==> src/rtl/product_accumulator.sv <==
// Sums a programmed number of 17-bit multiplier products into a wide accumulator.
// Latency: the result is visible the cycle after the last accepted beat.
// Backpressure: products are taken only in ACCUM; the result is held until out_ready.
module product_accumulator #(
    parameter int ACC_W = 24,
    parameter int CNT_W = 8
) (
    input  logic             clk,
    input  logic             rst_n,
    input  logic             start,
    input  logic [CNT_W-1:0] len,
    input  logic [15:0]      prod_in,
    input  logic             prod_cout,
    input  logic             in_valid,
    output logic             in_ready,
    output logic [ACC_W-1:0] acc_out,
    output logic             out_valid,
    input  logic             out_ready,
    output logic             overflow,
    output logic             busy
);

    typedef enum logic [1:0] {
        IDLE  = 2'd0,
        ACCUM = 2'd1,
        DONE  = 2'd2
    } state_t;

    // One guard bit above the wider of accumulator and product, so the
    // wrap is visible even when ACC_W is narrower than a product.
    localparam int SUM_W = ((ACC_W > 17) ? ACC_W : 17) + 1;

    state_t           state_q;
    logic [ACC_W-1:0] acc_q;
    logic [ACC_W-1:0] acc_out_q;
    logic [CNT_W-1:0] cnt_q;
    logic [CNT_W-1:0] len_q;
    logic             out_valid_q;
    logic             overflow_q;
    logic             busy_q;

    logic [SUM_W-1:0] sum_d;
    logic [ACC_W-1:0] acc_d;
    logic             carry_d;
    logic             beat;
    logic             last_beat;

    always_comb begin
        sum_d   = SUM_W'(acc_q) + SUM_W'({prod_cout, prod_in});
        acc_d   = sum_d[ACC_W-1:0];
        carry_d = |sum_d[SUM_W-1:ACC_W];
    end

    assign in_ready  = (state_q == ACCUM);
    assign beat      = in_valid & in_ready;
    assign last_beat = beat && (cnt_q == (len_q - CNT_W'(1)));

    always_ff @(posedge clk or negedge rst_n) begin
        if (!rst_n) begin
            state_q     <= IDLE;
            acc_q       <= '0;
            acc_out_q   <= '0;
            cnt_q       <= '0;
            len_q       <= '0;
            out_valid_q <= 1'b0;
            overflow_q  <= 1'b0;
            busy_q      <= 1'b0;
        end else begin
            case (state_q)
                IDLE: begin
                    if (start) begin
                        acc_q      <= '0;
                        overflow_q <= 1'b0;
                        busy_q     <= 1'b1;
                        if (len != '0) begin
                            len_q   <= len;
                            cnt_q   <= '0;
                            state_q <= ACCUM;
                        end else begin
                            // Empty sum: straight to a zero result, no beats taken.
                            acc_out_q   <= '0;
                            out_valid_q <= 1'b1;
                            state_q     <= DONE;
                        end
                    end
                end
                ACCUM: begin
                    if (beat) begin
                        acc_q      <= acc_d;
                        overflow_q <= overflow_q | carry_d;
                        cnt_q      <= cnt_q + CNT_W'(1);
                        if (last_beat) begin
                            acc_out_q   <= acc_d;
                            out_valid_q <= 1'b1;
                            state_q     <= DONE;
                        end
                    end
                end
                DONE: begin
                    if (out_ready) begin
                        out_valid_q <= 1'b0;
                        busy_q      <= 1'b0;
                        state_q     <= IDLE;
                    end
                end
                default: begin
                    out_valid_q <= 1'b0;
                    busy_q      <= 1'b0;
                    state_q     <= IDLE;
                end
            endcase
        end
    end

    assign acc_out   = acc_out_q;
    assign out_valid = out_valid_q;
    assign overflow  = overflow_q;
    assign busy      = busy_q;

endmodule

==> config.mk <==
export PLATFORM = sky130hd
export DESIGN_NAME = product_accumulator
export DESIGN_NICKNAME = d
export VERILOG_FILES = /design/src/rtl/product_accumulator.sv
export SDC_FILE = /design/constraint.sdc
export NUM_CORES = 1
export LEC_CHECK = 0
export CAP_MARGIN = 5
export CORE_UTILIZATION = 24
export CTS_CLUSTER_DIAMETER = 100
export DETAILED_ROUTE_END_ITERATION = 8
export GPL_ROUTABILITY_DRIVEN = 1
export PLACE_DENSITY_LB_ADDON = 0.08
export SYNTH_ARGS = -nofsm -noshare
export SYNTH_HDL_FRONTEND = slang
export SYNTH_SLANG_ARGS = --single-unit
==> constraint.sdc <==
create_clock -name clk -period 6.45 [get_ports clk]
set_input_delay 1.29 -clock clk [delete_from_list [all_inputs] [get_ports clk]]
set_output_delay 1.29 -clock clk [all_outputs]
set_load 0.05 [all_outputs]
==> impl_results.md, run 1 <==
- CTS Hold Buffers Added: 0
- Largest area contributor in the netlist: dfrtp_1
- Crit path required time: 5160 ps
- Seq/Total Area, Yosys: 42.7%
- ANT cells: 0
- Fmax: 258 MHz
- Dpl cell area: between 4000 and 5000 um^2
- Initial antenna violation count: 0
- Fin. Hold Viols: 0
- Clk Latency, worst-skew pair: 340 ps
- Min-delay src: acc_out[2]
- Leakage Power: 2.26 nW
- Crit Path Class: flip-flop to output port
- CTS HTree Levels: 3
- Grt ovf: 0
- IR Drop Worst-Case VDD: 0.142 mV
- Fin nets: 525
- Flop pwr share: 28.7%
- Status: finished, final reports clean
- Die footprint: 17400 um^2
- Sw Pwr: 0.00116 W
- Reg2reg path depth: 7
- Core footprint: 16500 um^2
- Wire per inst: between 15 and 20 um
- RSZ-0062 raised after global routing: no
- Post-synth top cells: dfrtp_1, nand2_1, nor2_1
- Worst Hold Depth: 1
- Clock Tree Buf Depth: 2
- WL final: approximately 12 mm
- Worst R2R Start: len_q[2]
- Vias in the first global route: 3473
- Via/cell ratio: ~4.8
- Total power: around 0.0026 W
- Worst slew pin tran: 1130 ps
- Die X: about 130 um
- Synth Warn #: 0
- Post-synth EDFFs: 0
- Largest net degree at the start of global routing: 70
- Fin crit share: 60.1%
- DRC errors left: 0
- Initial Util: between 20 and 25%
- Int Pwr: 0.00146 W
- FF-to-FF setup slack: between 3000 and 4000 ps
- Syn avg cell area: 9.61 um^2
- Share of the synthesized area in the top cell type: 42.7%
- Vias post-DR: around 3300
- Min Tclk post-route: a little under 4000 ps
- Sw Share: between 40% and 50%
- Total CTS buffers: 9
- Ys flop type: dfrtp_1
- Max_cap viols: 0
- Clk pin slew, worst setup/hold paths: 60 ps
- Crit end category: output port
- FFs w/ async S/R, synth: 100%
- Worst setup SP type: flip-flop
- Mapped Cells: 421
- WHS Endpoint: acc_out[2]
- Clock power share: between 20% and 30%
- Slew headroom: 24.4%
- Design area: between 5000 and 6000 um^2
- PostCTS Resize Cnt: 0
- Slew Limit Fails: 0
- Synth unique cells: 55
- Synth Cell Area: 4050 um^2
- CTS Sinks: 69
- #FFs+latches synth: 69
- Post-route setup TNS: 0 ps
- Arrival time of the worst setup path: 2590 ps
- Final setup violation count: 0
- Initial DRC Count: 92
- Placement Rows: 47
- Net Count, Synth: 471
- DR pass1 iterations: 4
- Root buffer cell: clkbuf_16
- Combinational fraction of design power: 51.4%
- Share of layout cells above drive strength 1: around 7.5%
- Hold Crit Class: flip-flop to flip-flop
- Number of I/O pins: just under 60
- CTS tree: done
- Core Util, Final: between 30 and 40%
- Gr usage total: 14.1%
- Detailed placement HPWL: 8.32 mm
- Gpl congestion: 0.789
- First-pass GRT wire length: 18.7 mm
- Area grow syn2layout: 27.0%
- Post-CTS Repair Setup Buffers: 0
- Worst reg2reg endpoint: acc_out[7]
- Port-buffer cells: 57
- CP max FO: 16
- Routed Antenna Nets: 0
- Fin Clk Skew: 5.55 ps
- Most frequent cell after synthesis: dfrtp_1
- P per Cell Area: roughly 510 nW/um^2
- Synth area leaders: dfrtp_1, ha_1, a22o_1
- Die height: about 130 um
-- cells in the final DEF (no fill, tap or decap), drive strengths merged, types with 4 or more instances in the layout --
cell type,count
dfrtp,69
clkdlybuf4s50,56
nand2,47
nor2,41
a22o,25
a21oi,22
o21ai,21
ha,19
xor2,18
xnor2,18
inv,12
clkbuf,12
a21o,9
mux2,9
o31ai,7
o21a,6
a211oi,6
nand4,6
nand2b,5
nor3,5
a31o,4
a21boi,4
or3,4
nand3,4
and3,4
-- through the flow --
step | std cells | hold slack [ps] | setup WS [ps]
global placement | 684 | 469 | 2330
floorplan | 421 | 450 | 3040
finish | 700 | 485 | 2570
detailed placement | 684 | 476 | 2270
CTS | 700 | 489 | 2540
global route | 700 | 511 | 2420
-- final cells by class --
| cell class | count | area [um^2] |
|---|---|---|
| fill | 1710 | 11400 |
| multi-input combinational | 325 | 2210 |
| sequential | 69 | 1730 |
| timing repair buffer | 58 | 573 |
| tap | 220 | 275 |
| clock buffer | 12 | 267 |
| clock inverter | 4 | 45.0 |
| inverter | 12 | 45.0 |
-- worst max-delay path: stages, from the launching register on --
cell and delay [ps]:
dfrtp_1 520, nand2b_1 460, inv_1 390, clkdlybuf4s50_1 870
-- layer usage --
metal  track usage, %  up-vias  wire length, um
met5                0        -                0
met4             5.62        0              191
met3             2.11       12              416
met2             22.8       58             5480
met1             18.8     1643             5630
li1                 -     1631                -
-- logic make-up (layout without fill, tap and decap cells) --
family,after synthesis,after routing,synth area share [%]
buffers and inverters,27,86,2.75
XOR/XNOR,36,36,7.79
AND/OR/NAND/NOR,133,133,15.5
flip-flops,69,69,42.7
multiplexers,10,10,2.94
adder cells (fa/ha/maj),20,20,6.37
AO/OA/AOI/OAI,126,126,22.0
-- worst max-delay path by stage --
stage	end	cells after the start	start
final	in_ready	3	state_q[0]
after global routing	in_ready	3	state_q[1]
after CTS	in_ready	3	state_q[0]
after detailed placement	acc_out[18]	11	prod_in[0]
after global placement	acc_out[18]	11	prod_in[0]
after floorplan	acc_q[22]	10	prod_in[0]
-- power by group through the flow --
stage,logic (W),registers [W],clock network (W)
finish,0.00135,0.000751,0.000523
global placement,0.00136,0.000761,0
floorplan,0.000767,0.000935,0
detailed placement,0.00136,0.000760,0
global route,0.00148,0.000777,0.000550
CTS,0.00137,0.000755,0.000539
-- sequential cells by signal, summed over array words and instances, names as in the netlist --
| signal | cells |
|---|---|
| acc_out | 24 |
| acc_q | 24 |
| busy | 1 |
| cnt_q | 8 |
| len_q | 8 |
| out_valid | 1 |
| overflow | 1 |
| state_q | 2 |
Note: power is estimated with default switching activity, not from simulation.
==> run 2: changes to the inputs <==
Clock period 6.45 ns to 3.5 ns, I/O delays scaled along.
==> run 2 against run 1 <==
  * Via count rose by 1.5%
  * Global-route usage rose by 0.37 points
  * Utilization rose by 0.51 points
  * Die area did not move
  * Highest routed layer unchanged
  * Design area rose by 1.7%
  * Routed wire length rose by 0.65%
  * Clock power rose by 69%
  * Clock skew rose by 1.7 ps
  * Power rose by 83%
==> impl_results.md, run 2 (synthesis gave the netlist of run 1 again) <==
- Crit Path Class: input pin to flip-flop
- First-pass GRT wire length: 19.2 mm (+2.4%)
- WL final: 11.8 mm (+0.65%)
- Fin crit share: between 80% and 90%
- Worst hold slack: 423 ps (-61.5 ps)
- Max_cap viols: 0 (unchanged)
- Area grow syn2layout: 29.1%
- CTS tree: done
- Initial antenna violation count: 0 (unchanged)
- Number of I/O pins: 58 (unchanged)
- PostCTS Resize Cnt: 0 (unchanged)
- Fin Clk Skew: 7.25 ps (+1.70 ps)
- Slew Limit Fails: 0 (unchanged)
- Crit path required time: 3730 ps (-1430 ps)
- Fmax: 320 MHz
- Root buffer cell: clkbuf_16
- ANT cells: 0 (unchanged)
- Core footprint: 16500 um^2 (unchanged)
- Status: finished, final reports clean
- Final setup violation count: 0 (unchanged)
- Largest net degree at the start of global routing: 41 (-41%)
- Detailed placement HPWL: 8.70 mm (+4.6%)
- Leakage Power: 2.31 nW (+2.4%)
- Placement Rows: 47 (unchanged)
- Worst R2R Start: acc_q[0]
- Share of layout cells above drive strength 1: 9.53% (+2.0 points)
- Port-buffer cells: 57 (unchanged)
- Worst slew pin tran: 747 ps (-383 ps)
- DRC errors left: 0 (unchanged)
- Hold Crit Class: input pin to async pin
- Fin. Hold Viols: 0 (unchanged)
- CTS Sinks: 69 (unchanged)
- Vias in the first global route: 3566 (+2.7%)
- Reg2reg path depth: 10 (+3)
- Initial Util: 24.5% (unchanged)
- Area of the multi-input gates: 2210 um^2 (unchanged)
- Clock Tree Buf Depth: 2 (unchanged)
- Vias post-DR: 3394 (+1.5%)
- Post-route setup TNS: 0 ps (unchanged)
- CTS HTree Levels: 3 (unchanged)
- Worst setup SP type: input pin
- Fin nets: 539 (+2.7%)
- Critical path startpoint: prod_in[0]
- Arrival time of the worst setup path: 3360 ps (+770 ps)
- # fillers: 1695 (-0.88%)
- Wire per inst: 16.5 um (-1.2%)
- Most common cell after layout, fill and taps aside: dfrtp_1
- Min Tclk post-route: 3120 ps
- Gpl congestion: 0.769 (-2.5%)
- CTS Hold Buffers Added: 0 (unchanged)
- Post-CTS Repair Setup Buffers: 0 (unchanged)
- P per Cell Area: 919 nW/um^2 (+80%)
- Die footprint: 17400 um^2 (unchanged)
- DR pass1 iterations: 4 (unchanged)
- FF-to-FF setup slack: 830 ps (-2650 ps)
- RSZ-0062 raised after global routing: no
- IR Drop Worst-Case VDD: 0.290 mV (+100%)
- Die X: 132 um (unchanged)
- Total power: 0.00480 W (+83%)
- Gr usage total: 14.5% (+0.37 points)
- Via/cell ratio: 4.76 (-0.36%)
- Grt ovf: 0 (unchanged)
- Clk pin slew, worst setup/hold paths: 60 ps (about the same)
- Die height: 132 um (unchanged)
- CP max FO: 5 (-11)
- Crit path capture: acc_q[22]
- Slew headroom: 50.2% (+26 points)
- Most frequent cells in the layout: dfrtp_1, clkdlybuf4s50_1, nand2_1, nor2_1, a22o_1
- Routed Antenna Nets: 0 (unchanged)
- Total CTS buffers: 9 (unchanged)
- Register area: 1730 um^2 (unchanged)
- Worst reg2reg endpoint: acc_q[22]
- Crit end category: flip-flop
- Clk Latency, worst-skew pair: 340 ps (about the same)
- Initial DRC Count: 115 (+25%)
[run 2: cell type report]
type	count	area share, %
Clock buffer	14	5.25
Clock inverter	1	0.0958
Inverter	12	0.862
Multi-Input combinational cell	325	42.3
Sequential cell	69	33.1
Tap cell	220	5.27
Timing Repair Buffer	72	13.2
[run 2: critical path, cell delays in order]
cell and delay (ps):
clkdlybuf4s50_1 480, ha_1 170, inv_1 50, fa_1 400, nor2b_1 160, o211ai_1 130
a31o_2 310, a2111o_1 440, a21oi_1 230, o21ai_0 110, a21o_1 180
[run 2: power by group]
part	total [W]	internal, W	switching [W]	leakage, nW
Combinational	0.00253	0.00103	0.00150	1.28
Clock	0.000885	0.000534	0.000352	0.139
Sequential	0.00138	0.00111	0.000279	0.896
[run 2: worst min path at each step]
stage	from	depth (start not counted)	slack, ps	endpoint
after global routing	rst_n	1	470	acc_out[12]
after detailed placement	out_valid	2	470	out_valid
after global placement	acc_q[8]	2	470	acc_q[8]
final	rst_n	1	420	acc_out[12]
after floorplan	rst_n	0	400	acc_out[0]
after CTS	rst_n	1	450	acc_out[12]
[run 2: stage by stage]
step / utilization (%) / worst slack (ps) / area, um^2 / instances
floorplan: - / 675 / 4050 / 421
global placement: 29.9 / 52.2 / 4940 / 698
detailed placement: 29.9 / 22.1 / 4940 / 698
CTS: 31.6 / 371 / 5220 / 713
global route: 31.6 / 132 / 5220 / 713
finish: 31.6 / 376 / 5220 / 713
[run 2: routing by layer]
layer  wire, um  share of wire (%)  up-vias  track usage (%)
li1           -                  -     1665                -
met1       5630                 48     1660             18.7
met2       5630                 48       56             23.8
met3        320                2.7       13             2.35
met4        210                1.8        0             6.20
met5          0                  0        -                0
==> RTL edit (settings of run 2) <==
Make the reset (`rst_n`) synchronous in one clocked block.
--- a/src/rtl/product_accumulator.sv
+++ b/src/rtl/product_accumulator.sv
@@ -57,3 +57,3 @@
 
-    always_ff @(posedge clk or negedge rst_n) begin
+    always_ff @(posedge clk) begin
         if (!rst_n) begin
Check against the original RTL: differs if rst_n is asserted again (counterexample within 4 cycles, from zero or initial values and one cycle with rst_n low); with rst_n held inactive, the same outputs for 4 cycles.
==> RTL edit against run 2 <==
Register-to-register slack worse by 0.04 ns; worst hold slack better by 0.030 ns; setup slack better by 0.13 ns; final area down 0.62%; non-clock buffer count up 2; routed wire length up 0.98%; sequential cell count unchanged; first-iteration DRC count up 51%; area after synthesis down 0.37%; clock skew up 0.0024 ns.
Power is not compared: it rests on default switching activity, and its combinational part moved more than twofold at a synthesized area within 25%.
==> RTL edit: results (changes against run 2) <==
| Metric | Value |
|---|---|
| Clock root cell | `clkbuf_16` |
| Worst Reg-to-Reg Cells | `8 (-2)` |
| Final hold viol count | `0 (unchanged)` |
| Maximum fanout along the worst path | `3 (-2)` |
| Slew margin rel. | `0.605 (+0.103)` |
| Final Max Slew Viols | `0 (unchanged)` |
| Switching Fraction | `0.276` |
| Yosys top cell area share | `0.343 (-0.0841)` |
| Fill cells | `1,781 (+5.1%)` |
| Main synth FF type | `dfxtp_1` |
| Post-synth cell types | `61 (+11%)` |
| Synth cell count leaders | `87 x nand2_1, 69 x dfxtp_1, 35 x nor2_1, 32 x o21ai_0` |
| R2R Setup Slk | `0.79 ns (-0.04 ns)` |
| Total iterations of the first detailed-routing run | `4 (unchanged)` |
| Reg2reg end | `acc_out[20]$_SDFFE_PN0P_` |
| Routed WL | `11,900 um (+0.98%)` |
| Seq/Total Area, Yosys | `0.343 (-0.0841)` |
| Setup bufs post-CTS | `0 (unchanged)` |
| Hold Crit Start | `acc_out[14]$_SDFFE_PN0P_` |
| Number of port buffers | `57 (unchanged)` |
| Vias per cell | `4.70 (-1.2%)` |
| Hold path endpoint | `acc_out[14]$_SDFFE_PN0P_` |
| Iter 0 DRT Violations | `174 (+51%)` |
| Fraction of layout cells with a size suffix above 1 | `0.0847 (-0.0107)` |
| CTS clock-pin slew for the worst setup and hold paths | `0.06 ns (about the same)` |
| Vias in the first global route | `3,635 (+1.9%)` |
| Post-route setup TNS | `0 ns (unchanged)` |
| Arr. time, crit path | `3.23 ns (-0.13 ns)` |
| Max VDD drop | `239 uV` |
| CTS resizes | `0 (unchanged)` |
| Hold crit path type | `flip-flop to flip-flop` |
| # diodes | `0 (unchanged)` |
| Status | `complete, no violations` |
| Nets | `612 (+14%)` |
| Worst hold margin | `0.453 ns (+0.0297 ns)` |
| Leakage | `0.00189 uW` |
| Pin count of the biggest net entering global routing | `60 (+46%)` |
| Dpl ws | `0.173 ns (+0.150 ns)` |
| Clk_lat worst skew | `0.35 ns` |
| Depth of the worst hold-timing path | `2` |
| Synth warn | `0 (unchanged)` |
| Post-DP HPWL | `8630 um (-0.74%)` |
| Synth top area cells | `dfxtp_1 34%, nand2_1 8.1%, ha_1 5.9%, xnor2_1 4.1%, a21boi_0 4.1%` |
| Tot GR Track Use | `0.142 (-0.00287)` |
| Gpl congestion | `0.812 (+5.6%)` |
| Worst reg2reg path startpoint | `len_q[2]$_SDFFE_PN0P_` |
| Skew final | `0.00965 ns (+0.00241 ns)` |
| Asr flop ratio synth | `0 (-1.00)` |
| Top-count cell post-synth | `nand2_1` |
| Cts bufs inserted | `9 (unchanged)` |
| Initial antenna violation count | `0 (unchanged)` |
| Max clock buf depth | `2 (unchanged)` |
| Syn nets | `552 (+17%)` |
| H-tree Lvls | `3 (unchanged)` |
| First-pass GRT wire length | `19,400 um (+1.1%)` |
## RTL edit: layout make-up
type                    count  area share
repair buffers             74       0.136
inverters                  12     0.00868
clock buffers              11      0.0468
clock inverters             5      0.0113
well taps                 220      0.0530
multi-input cells         396       0.478
flip-flops and latches     69       0.266
## RTL edit: cells by family (layout without fill, tap and decap cells)
family,Yosys count,count (layout),share of synthesized area
xor+xnor,32,32,0.0695
mux,3,3,0.00776
simple gates,209,209,0.250
fa+ha+maj,20,20,0.0640
flops,69,69,0.343
buf+inv,37,102,0.0413
compound gates,132,132,0.224
## RTL edit: power by group through the flow
stage	logic (uW)	clock network (uW)	registers (uW)
after floorplan	199	0	833
after global placement	317	0	835
after detailed placement	317	0	835
after CTS	319	982	817
after global routing	351	1010	819
final	316	951	817
## RTL edit: how the worst max path moves through the flow
stage                                to   startpoint  cells past startpoint  slack [ns]
3_5_place_dp   acc_out[20]$_SDFFE_PN0P_   prod_in[0]                     12        0.17
3_3_place_gp   acc_out[20]$_SDFFE_PN0P_   prod_in[0]                     12        0.18
4_1_cts        acc_out[20]$_SDFFE_PN0P_   prod_in[0]                     12        0.51
5_1_grt          acc_q[20]$_SDFFE_PN0P_   prod_in[0]                     12        0.29
6_report         acc_q[22]$_SDFFE_PN0P_   prod_in[0]                     11        0.51
2_1_floorplan  acc_out[19]$_SDFFE_PN0P_  prod_in[10]                      9        0.76
## RTL edit: critical path, stage by stage
cell             delay (ns)
clkdlybuf4s50_1        0.47
ha_1                   0.19
inv_1                  0.06
fa_1                   0.38
nor2b_1                0.17
o2111ai_1              0.20
a21o_1                 0.27
and2_1                 0.20
o22ai_1                0.25
mux2i_1                0.12
a31o_2                 0.21
## RTL edit: routing by layer
layer  track usage  vias to the layer above  routed length [um]
li1              -                     1894                   -
met1         0.196                     1742                6210
met2         0.218                       53                5220
met3        0.0224                       12                 303
met4        0.0581                        0                 178
met5             0                        -                   0
## RTL edit: metrics by stage
step	area (sq um)	utilization	total power, uW	instances
floorplan	4030	-	1030	502
global placement	4890	0.297	1150	771
detailed placement	4890	0.297	1150	771
CTS	5190	0.315	2120	787
global route	5190	0.315	2180	787
finish	5190	0.315	2080	787
